[config.mk]
export PLATFORM = sky130hd
export DESIGN_NAME = alarm_ringer
export DESIGN_NICKNAME = d
export VERILOG_FILES = /design/src/rtl/alarm_ringer.sv
export SDC_FILE = /design/constraint.sdc
export NUM_CORES = 1
export LEC_CHECK = 0
export ABC_AREA = 1
export CAP_MARGIN = 20
export CORE_MARGIN = 10
export CORE_UTILIZATION = 40
export DETAILED_ROUTE_END_ITERATION = 10
export PLACE_DENSITY_LB_ADDON = 0.3
export SYNTH_ARGS = -nofsm -noshare
export SYNTH_HDL_FRONTEND = slang
export SYNTH_SLANG_ARGS = --single-unit
[constraint.sdc]
create_clock -name clk -period 4.55 [get_ports clk]
set_clock_uncertainty 0.1 [all_clocks]
set_input_delay 0.91 -clock clk [delete_from_list [all_inputs] [get_ports clk]]
set_output_delay 0.91 -clock clk [all_outputs]
set_load 0.1 [all_outputs]
[src/rtl/alarm_ringer.sv]
// -----------------------------------------------------------------------------
// alarm_ringer
//
// Turns the alarm comparator's time-match flag into a gated beep pattern.
// The pattern is 0.5 s of tone followed by 0.5 s of silence. The block
// supports stop, snooze (limited per alarm event), a ring timeout and a
// snooze duration, and drives the piezo pin and the status LEDs.
//
// Ports:
//   clk              system clock (CLK_HZ)
//   reset            synchronous, active-high
//   flag_alarm       time-match flag, high for the whole matching second
//   flag_alarm_armed 1 = alarm armed; dropping it silences everything
//   btn_stop         active-low pushbutton, asynchronous, already debounced
//   btn_snooze       active-low pushbutton, asynchronous, already debounced
//   buzzer           registered tone output to the piezo
//   ringing          1 while in RING
//   snoozing         1 while in SNOOZE
//   snooze_count     snoozes used in the current alarm event
// -----------------------------------------------------------------------------
module alarm_ringer #(
   parameter int CLK_HZ         = 50000000,
   parameter int TONE_HZ        = 2000,
   parameter int RING_TIMEOUT_S = 60,
   parameter int SNOOZE_S       = 300,
   parameter int MAX_SNOOZE     = 3
) (
   input  logic       clk,
   input  logic       reset,
   input  logic       flag_alarm,
   input  logic       flag_alarm_armed,
   input  logic       btn_stop,
   input  logic       btn_snooze,
   output logic       buzzer,
   output logic       ringing,
   output logic       snoozing,
   output logic [1:0] snooze_count
);

   localparam int TONE_DIV = CLK_HZ / (2 * TONE_HZ);
   localparam int SEC_MAX  = (RING_TIMEOUT_S > SNOOZE_S) ? RING_TIMEOUT_S : SNOOZE_S;
   localparam int PRE_W    = $clog2(CLK_HZ + 1);
   localparam int TONE_W   = $clog2(TONE_DIV + 1);
   localparam int SEC_W    = $clog2(SEC_MAX + 1);

   localparam logic [PRE_W-1:0]  PRE_LAST     = PRE_W'(CLK_HZ - 1);
   localparam logic [PRE_W-1:0]  PRE_HALF     = PRE_W'(CLK_HZ / 2);
   localparam logic [PRE_W-1:0]  PRE_ONE      = PRE_W'(1);
   localparam logic [TONE_W-1:0] TONE_LAST    = TONE_W'(TONE_DIV - 1);
   localparam logic [TONE_W-1:0] TONE_ONE     = TONE_W'(1);
   localparam logic [SEC_W-1:0]  RING_LAST    = SEC_W'(RING_TIMEOUT_S - 1);
   localparam logic [SEC_W-1:0]  SNOOZE_LAST  = SEC_W'(SNOOZE_S - 1);
   localparam logic [SEC_W-1:0]  SEC_ONE      = SEC_W'(1);
   localparam logic [1:0]        SNOOZE_LIMIT = 2'(MAX_SNOOZE);

   typedef enum logic [1:0] {
      IDLE   = 2'd0,
      RING   = 2'd1,
      SNOOZE = 2'd2
   } state_t;

   state_t state, next_state;

   logic stop_ff0, stop_ff1, snz_ff0, snz_ff1;
   logic flag_alarm_d;
   logic [PRE_W-1:0]  prescaler, pre_nxt;
   logic [SEC_W-1:0]  sec_cnt, sec_nxt;
   logic [TONE_W-1:0] tone_cnt, tone_cnt_nxt;
   logic              tone_q, tone_q_nxt;
   logic [1:0]        snooze_count_nxt;

   logic stop_press, snz_press, trig, tick_1s, entry;

   // ff1 still holds the old (high) level while ff0 already sees the low level,
   // so each falling edge yields exactly one press cycle.
   assign stop_press = stop_ff1 & ~stop_ff0;
   assign snz_press  = snz_ff1 & ~snz_ff0;
   assign trig       = flag_alarm & ~flag_alarm_d;
   assign tick_1s    = (prescaler == PRE_LAST);

   // Next-state logic; within each state the checks run in priority order
   // disarm > stop > snooze > timeout.
   always_comb begin
      next_state       = state;
      snooze_count_nxt = snooze_count;
      case (state)
         IDLE: begin
            if (trig && flag_alarm_armed) begin
               next_state       = RING;
               snooze_count_nxt = 2'd0;
            end
         end
         RING: begin
            if (!flag_alarm_armed) begin
               next_state = IDLE;
            end else if (stop_press) begin
               next_state = IDLE;
            end else if (snz_press) begin
               if (snooze_count < SNOOZE_LIMIT) begin
                  next_state       = SNOOZE;
                  snooze_count_nxt = snooze_count + 2'd1;
               end else begin
                  next_state = IDLE;
               end
            end else if (tick_1s && (sec_cnt == RING_LAST)) begin
               next_state = IDLE;
            end
         end
         SNOOZE: begin
            if (!flag_alarm_armed) begin
               next_state = IDLE;
            end else if (stop_press) begin
               next_state = IDLE;
            end else if (tick_1s && (sec_cnt == SNOOZE_LAST)) begin
               next_state = RING;
            end
         end
         default: next_state = IDLE;
      endcase
   end

   // Counter next values. Every state entry restarts the second timing so the
   // first second ends exactly CLK_HZ cycles after entry.
   always_comb begin
      entry = (next_state != state);

      pre_nxt = (entry || tick_1s) ? '0 : prescaler + PRE_ONE;

      sec_nxt = sec_cnt;
      if (entry) begin
         sec_nxt = '0;
      end else if (tick_1s && (state != IDLE)) begin
         sec_nxt = sec_cnt + SEC_ONE;
      end

      // Tone generator only runs while staying in RING; it restarts low on entry
      // and is forced low on the edge that leaves RING.
      tone_cnt_nxt = '0;
      tone_q_nxt   = 1'b0;
      if ((next_state == RING) && !entry) begin
         if (tone_cnt == TONE_LAST) begin
            tone_q_nxt = ~tone_q;
         end else begin
            tone_cnt_nxt = tone_cnt + TONE_ONE;
            tone_q_nxt   = tone_q;
         end
      end
   end

   always_ff @(posedge clk) begin
      if (reset) begin
         state        <= IDLE;
         stop_ff0     <= 1'b1;
         stop_ff1     <= 1'b1;
         snz_ff0      <= 1'b1;
         snz_ff1      <= 1'b1;
         prescaler    <= '0;
         sec_cnt      <= '0;
         tone_cnt     <= '0;
         tone_q       <= 1'b0;
         snooze_count <= 2'd0;
         buzzer       <= 1'b0;
         ringing      <= 1'b0;
         snoozing     <= 1'b0;
      end else begin
         state        <= next_state;
         stop_ff0     <= btn_stop;
         stop_ff1     <= stop_ff0;
         snz_ff0      <= btn_snooze;
         snz_ff1      <= snz_ff0;
         prescaler    <= pre_nxt;
         sec_cnt      <= sec_nxt;
         tone_cnt     <= tone_cnt_nxt;
         tone_q       <= tone_q_nxt;
         snooze_count <= snooze_count_nxt;
         // Outputs are decoded from the next state so they change on the same
         // edge as the state register.
         buzzer       <= tone_q_nxt & (pre_nxt < PRE_HALF);
         ringing      <= (next_state == RING);
         snoozing     <= (next_state == SNOOZE);
      end
   end

   // The edge flop keeps sampling during reset, so a flag that is already high
   // when reset releases is not mistaken for a new rising edge.
   always_ff @(posedge clk) begin
      flag_alarm_d <= flag_alarm;
   end

endmodule

======== Yosys cells after proc, flatten, opt, wreduce, memory -nomap -nowiden ========
Cells that the tools add are included.
storage, ports and cells
  register bits ........................... 62
  input port bits ......................... 6
  output and inout port bits .............. 5
  logic and storage cells ................. 75
cells by class
  add/subtract/negate cells ............... 4
  $lt $le $gt $ge ......................... 2
  equality and inequality tests ........... 14
  mux-type cells .......................... 19
  bitwise operators ....................... 9
  reduce and logical (&&, ||, !) cells .... 13
operators by type and width
  kind                   count
  $mux 2                 14
  $add 26x1->26 const B  1
  $eq 26x26->1 const B   1
  $lt 26x25->1 const B   1
  $mux 26                1
  $add 14x1->14 const B  1
  $eq 14x14->1 const B   1
  $ne 2x2->1 const B     5
  $add 9x1->9 const B    1
  $eq 9x6->1 const B     1
  $eq 9x9->1 const B     1
  $pmux 2 s3             1
  $reduce_and 6->1       1
  $logic_and 1x1->1      5
  $not 1->1              5
  $and 1x1->1            4
  $eq 2x1->1 const B     2
  $eq 2x2->1 const B     2
  $pmux 2 s2             1
  $reduce_bool 2->1      2
  $reduce_or 3->1        1
  $add 2x1->2 const B    1
  $logic_not 2->1        1
  $lt 2x2->1 const B     1
  other kinds (5)        6

======== Depth between registers and ports, before layout ========
  word-level depth ........................ 12
  depth in mapped cells ................... 17
  gate-level depth less buffers ........... 17

======== Worst setup path after synthesis ========
OpenSTA, ideal clock, no wires.
  path kind ............................... flip-flop to flip-flop
  start point ............................. register snooze_count[0]
  end point ............................... register buzzer
  library setup time ...................... 0.066 ns
  data arrival time ....................... 2.153 ns
  required time ........................... 4.384 ns
  setup slack ............................. 2.231 ns
  stages on the path, launching flop included .. 12
  path buffers ............................ 0
  period minus slack after synthesis ...... 2.319 ns
  path through ............................ dfxtp_1 -> ha_1 -> nor2_1 -> nand4_1 -> nand2_1 -> a21oi_2 -> and2_4 -> nand2_4 -> nor2_4 -> nand2_1 -> o21bai_1 -> a21oi_2
between the ends
  longest elaborated chain between the ends .. 11
  elaborated cells between the ends (all ways) .. 15
  those cells by class .................... order compare: 2; eq/ne: 2; mux: 7; bitwise: 1; reduce/logical: 3
RTL lines
  element                                              line      source
  from (decl)                                          37        output logic [1:0] snooze_count
  from (signal assigned)                               175       snooze_count <= snooze_count_nxt;
  $lt 2x2->1 *                                         99        if (snooze_count < SNOOZE_LIMIT) begin
  $mux 2 *                                             99
  $mux 2 *                                             98        end else if (snz_press) begin
  $mux 2 *                                             96        end else if (stop_press) begin
  $mux 2 *                                             94        if (!flag_alarm_armed) begin
  $pmux 2 s3 *                                         86        case (state)
  $ne 2x2->1                                           125       entry = (next_state != state);
  $logic_or 1x1->1 or $logic_not 1->1 (tied branches)  127, 140
  $mux 26 or $logic_and 1x1->1 (tied branches)         127, 140
  $lt 26x25->1 or $mux 1 (tied branches)               178, 140
  $and 1x1->1 *                                        178       buzzer <= tone_q_nxt & (pre_nxt < PRE_HALF);
  to (signal assigned)                                 178
  to (decl)                                            34        output logic buzzer,
Every way passes the cells marked *; elsewhere a longest branch is shown, timed or not.
A chain may end at the register's enable or synchronous reset.

======== Final worst setup path ========
  start point ............................. register snooze_count[0]
  end point ............................... output port snooze_count[0]
No word-level cell between the ends.

==> impl_metrics.tcl <==
set metrics [dict create \
    status "complete, no violations" \
    layout_min_cycle_time_ns 2.87 \
    grt_overflow 0 \
    cts_num_sinks 62 \
    worst_hold_slack_ns 0.328 \
    vias 2577 \
    die_x_um 107 \
    fmax_ghz 0.349 \
    synth_edf_count 0 \
    synth_cells 415 \
    leakage_uw 0.00127 \
    crit_type "register to output port" \
    dr.pass1.iters 4 \
    worst-path-max-fanout 4 \
    yosys_warnings 0 \
    maxCapViolCount 0 \
    drt_iter0_markers 109 \
    finalHoldViolCount 0 \
    drive_above_1_share 0.116 \
    grt_use_total 0.113 \
    crit_chain "clkdlybuf4s50_1" \
    cts_buffer_depth 2 \
    ctsHtreeMaxLevel 3 \
    cp-end-kind "output port" \
    max-vdd-ir-drop_v 0.000317 \
    cts-root-buf "clkbuf_8" \
    placed_cell_area_um2 3260 \
    ctsResizeCount 0 \
    dp_hpwl_mm 4.54 \
    route.antenna.remaining_nets 0 \
    drc 0 \
    cp_top_family "buffers and inverters" \
    fin_nets 443 \
    timing.final.crit_share 0.631 \
    netlist_area_um2 3050 \
    critical_path_buf_inv_count 1 \
    postCtsHoldBufs 0 \
    grt_max_degree 26 \
    gp_congestion 0.834 \
    fin_util 0.481 \
    grt_pass1_wl_mm 10.8 \
    slew_headroom 0.348 \
    rows 31 \
    critPathLaunchType "register" \
    async_reset_ff_frac 0 \
    synth_area_leaders "dfxtp_1, nor2_1, nand2_1, inv_1, xor2_1" \
    power_uw 1240 \
    setup_viol 0 \
    post-cts-setup-buffers 0 \
    seq_area_um2 1240 \
    area_growth_syn_to_layout_pct 15.7 \
    slew_violations 0 \
    worstMarginPinSlew_ns 0.975 \
    path_clk_slew_ns 0.07 \
    rsz0062_at_grt "no" \
    multi_input_area_um2 1580 \
    start_util 0.416 \
    synth_top_area_cell "dfxtp_1" \
    routed_via_density 4.80 \
    fillers 732 \
    wl_per_cell_um 11.0 \
    ys_seq_area_frac 0.407 \
    ys_ff_latch 62 \
    clock_latency_ns 0.34 \
    critPathMaxStageDelay_ns 1.15 \
    cts_buffers 9 \
    first_global_vias 2508 \
    wirelength_mm 5.92 \
    cp.arrival_ns 1.86 \
    finalSetupTns_ns 0 \
    n_antenna_cell 0 \
    antenna_found_initial 0 \
    io_buffer_count 10 \
    hold_class "register to register" \
    final_cell_area_um2 3530 \
    cp.required_ns 3.54 \
    critPathSlowestCell "clkdlybuf4s50_1" \
    synth_top_area_share 0.407 \
    avgSynthCellArea_um2 7.34 \
    die-area_um2 11500 \
    ys.flop_type "dfxtp_1" \
    power_density_nw_per_um2 352 \
    cts_tree "built" \
    ios 11 \
    core_area_um2 7330 \
    syn_nets 425 \
    fp.dieH_um 107 \
    yosysUniqueCellTypes 33 \
]
## worst paths after layout
| path | start | endpoint | slack [ns] | cells past startpoint |
|---|---|---|---|---|
| max | snooze_count[0] | snooze_count[0] | 1.68 | 1 |
| min | stop_ff0 | stop_ff1 | 0.33 | 2 |
| max reg2reg | prescaler[0] | prescaler[22] | 1.99 | 13 |
| min reg2reg | stop_ff0 | stop_ff1 | 0.33 | 2 |
## metal layers
layer / vias to the layer above / routed length (um) / global-route usage
li1: 1373 / - / -
met1: 1175 / 2940 / 0.138
met2: 23 / 2670 / 0.178
met3: 6 / 235 / 0.0425
met4: 0 / 79 / 0.0416
met5: - / 0 / 0
## layout by cell type, fill, tap and decap left out, types with 6 or more instances in the layout
master	n
clkbuf_8	10
xor2_1	22
nand2_2	6
dfxtp_1	62
nor3_1	21
nor2_1	70
o21ai_0	8
inv_1	53
nand2_1	68
or2_2	7
nand3_1	18
clkdlybuf4s50_1	10
nand4_1	14
a21oi_1	17
## report_power, final
| part | switching (uW) | leakage, uW | total [uW] | internal, uW |
|---|---|---|---|---|
| combinational | 29.8 | 0.000636 | 43.6 | 13.9 |
| clock | 214 | 0.000132 | 648 | 433 |
| sequential | 3.33 | 0.000502 | 552 | 549 |
## synth_stat cells (3+ instances only)
library cell,count
nor2_1,70
nand2_1,68
dfxtp_1,62
inv_1,53
xor2_1,22
nor3_1,21
nand3_1,18
a21oi_1,17
nand4_1,14
o21ai_0,8
or2_2,7
nand2_2,6
nor3b_1,5
nor4_1,5
ha_1,4
nand3_2,4
a21oi_2,3
buf_2,3
inv_2,3
nor2_2,3
nor2_4,3
xnor2_1,3
## stage by stage
stage,cells,worst slack (ns)
after global routing,537,1.56
after global placement,521,1.54
after floorplan,415,2.23
final,537,1.68
after detailed placement,521,1.43
after CTS,537,1.65
## registers in the layout, indices dropped and copies added (netlist names)
name	count
stop_ff0	1
state	2
stop_ff1	1
sec_cnt	9
prescaler	26
snoozing	1
tone_cnt	14
snooze_count	2
tone_q	1
flag_alarm_d	1
buzzer	1
snz_ff0	1
snz_ff1	1
ringing	1
## final cells by class
cell class	instances	share of cell area
clock buffers	10	0.0390
clock inverters	6	0.0376
inverters	56	0.0596
multi-input cells	294	0.448
flip-flops and latches	62	0.352
well taps	99	0.0351
repair buffers	10	0.0284
## cells by family after synthesis
kind of cell,after synthesis,synth area share
and+or+nand+nor,232,0.365
DFF,62,0.407
buffers and inverters,59,0.0739
AOI/OAI and AO/OA,33,0.0657
xor gates and xnor gates,25,0.0718
adders and majority gates,4,0.0164
Note: power is estimated with default switching activity, not from simulation.
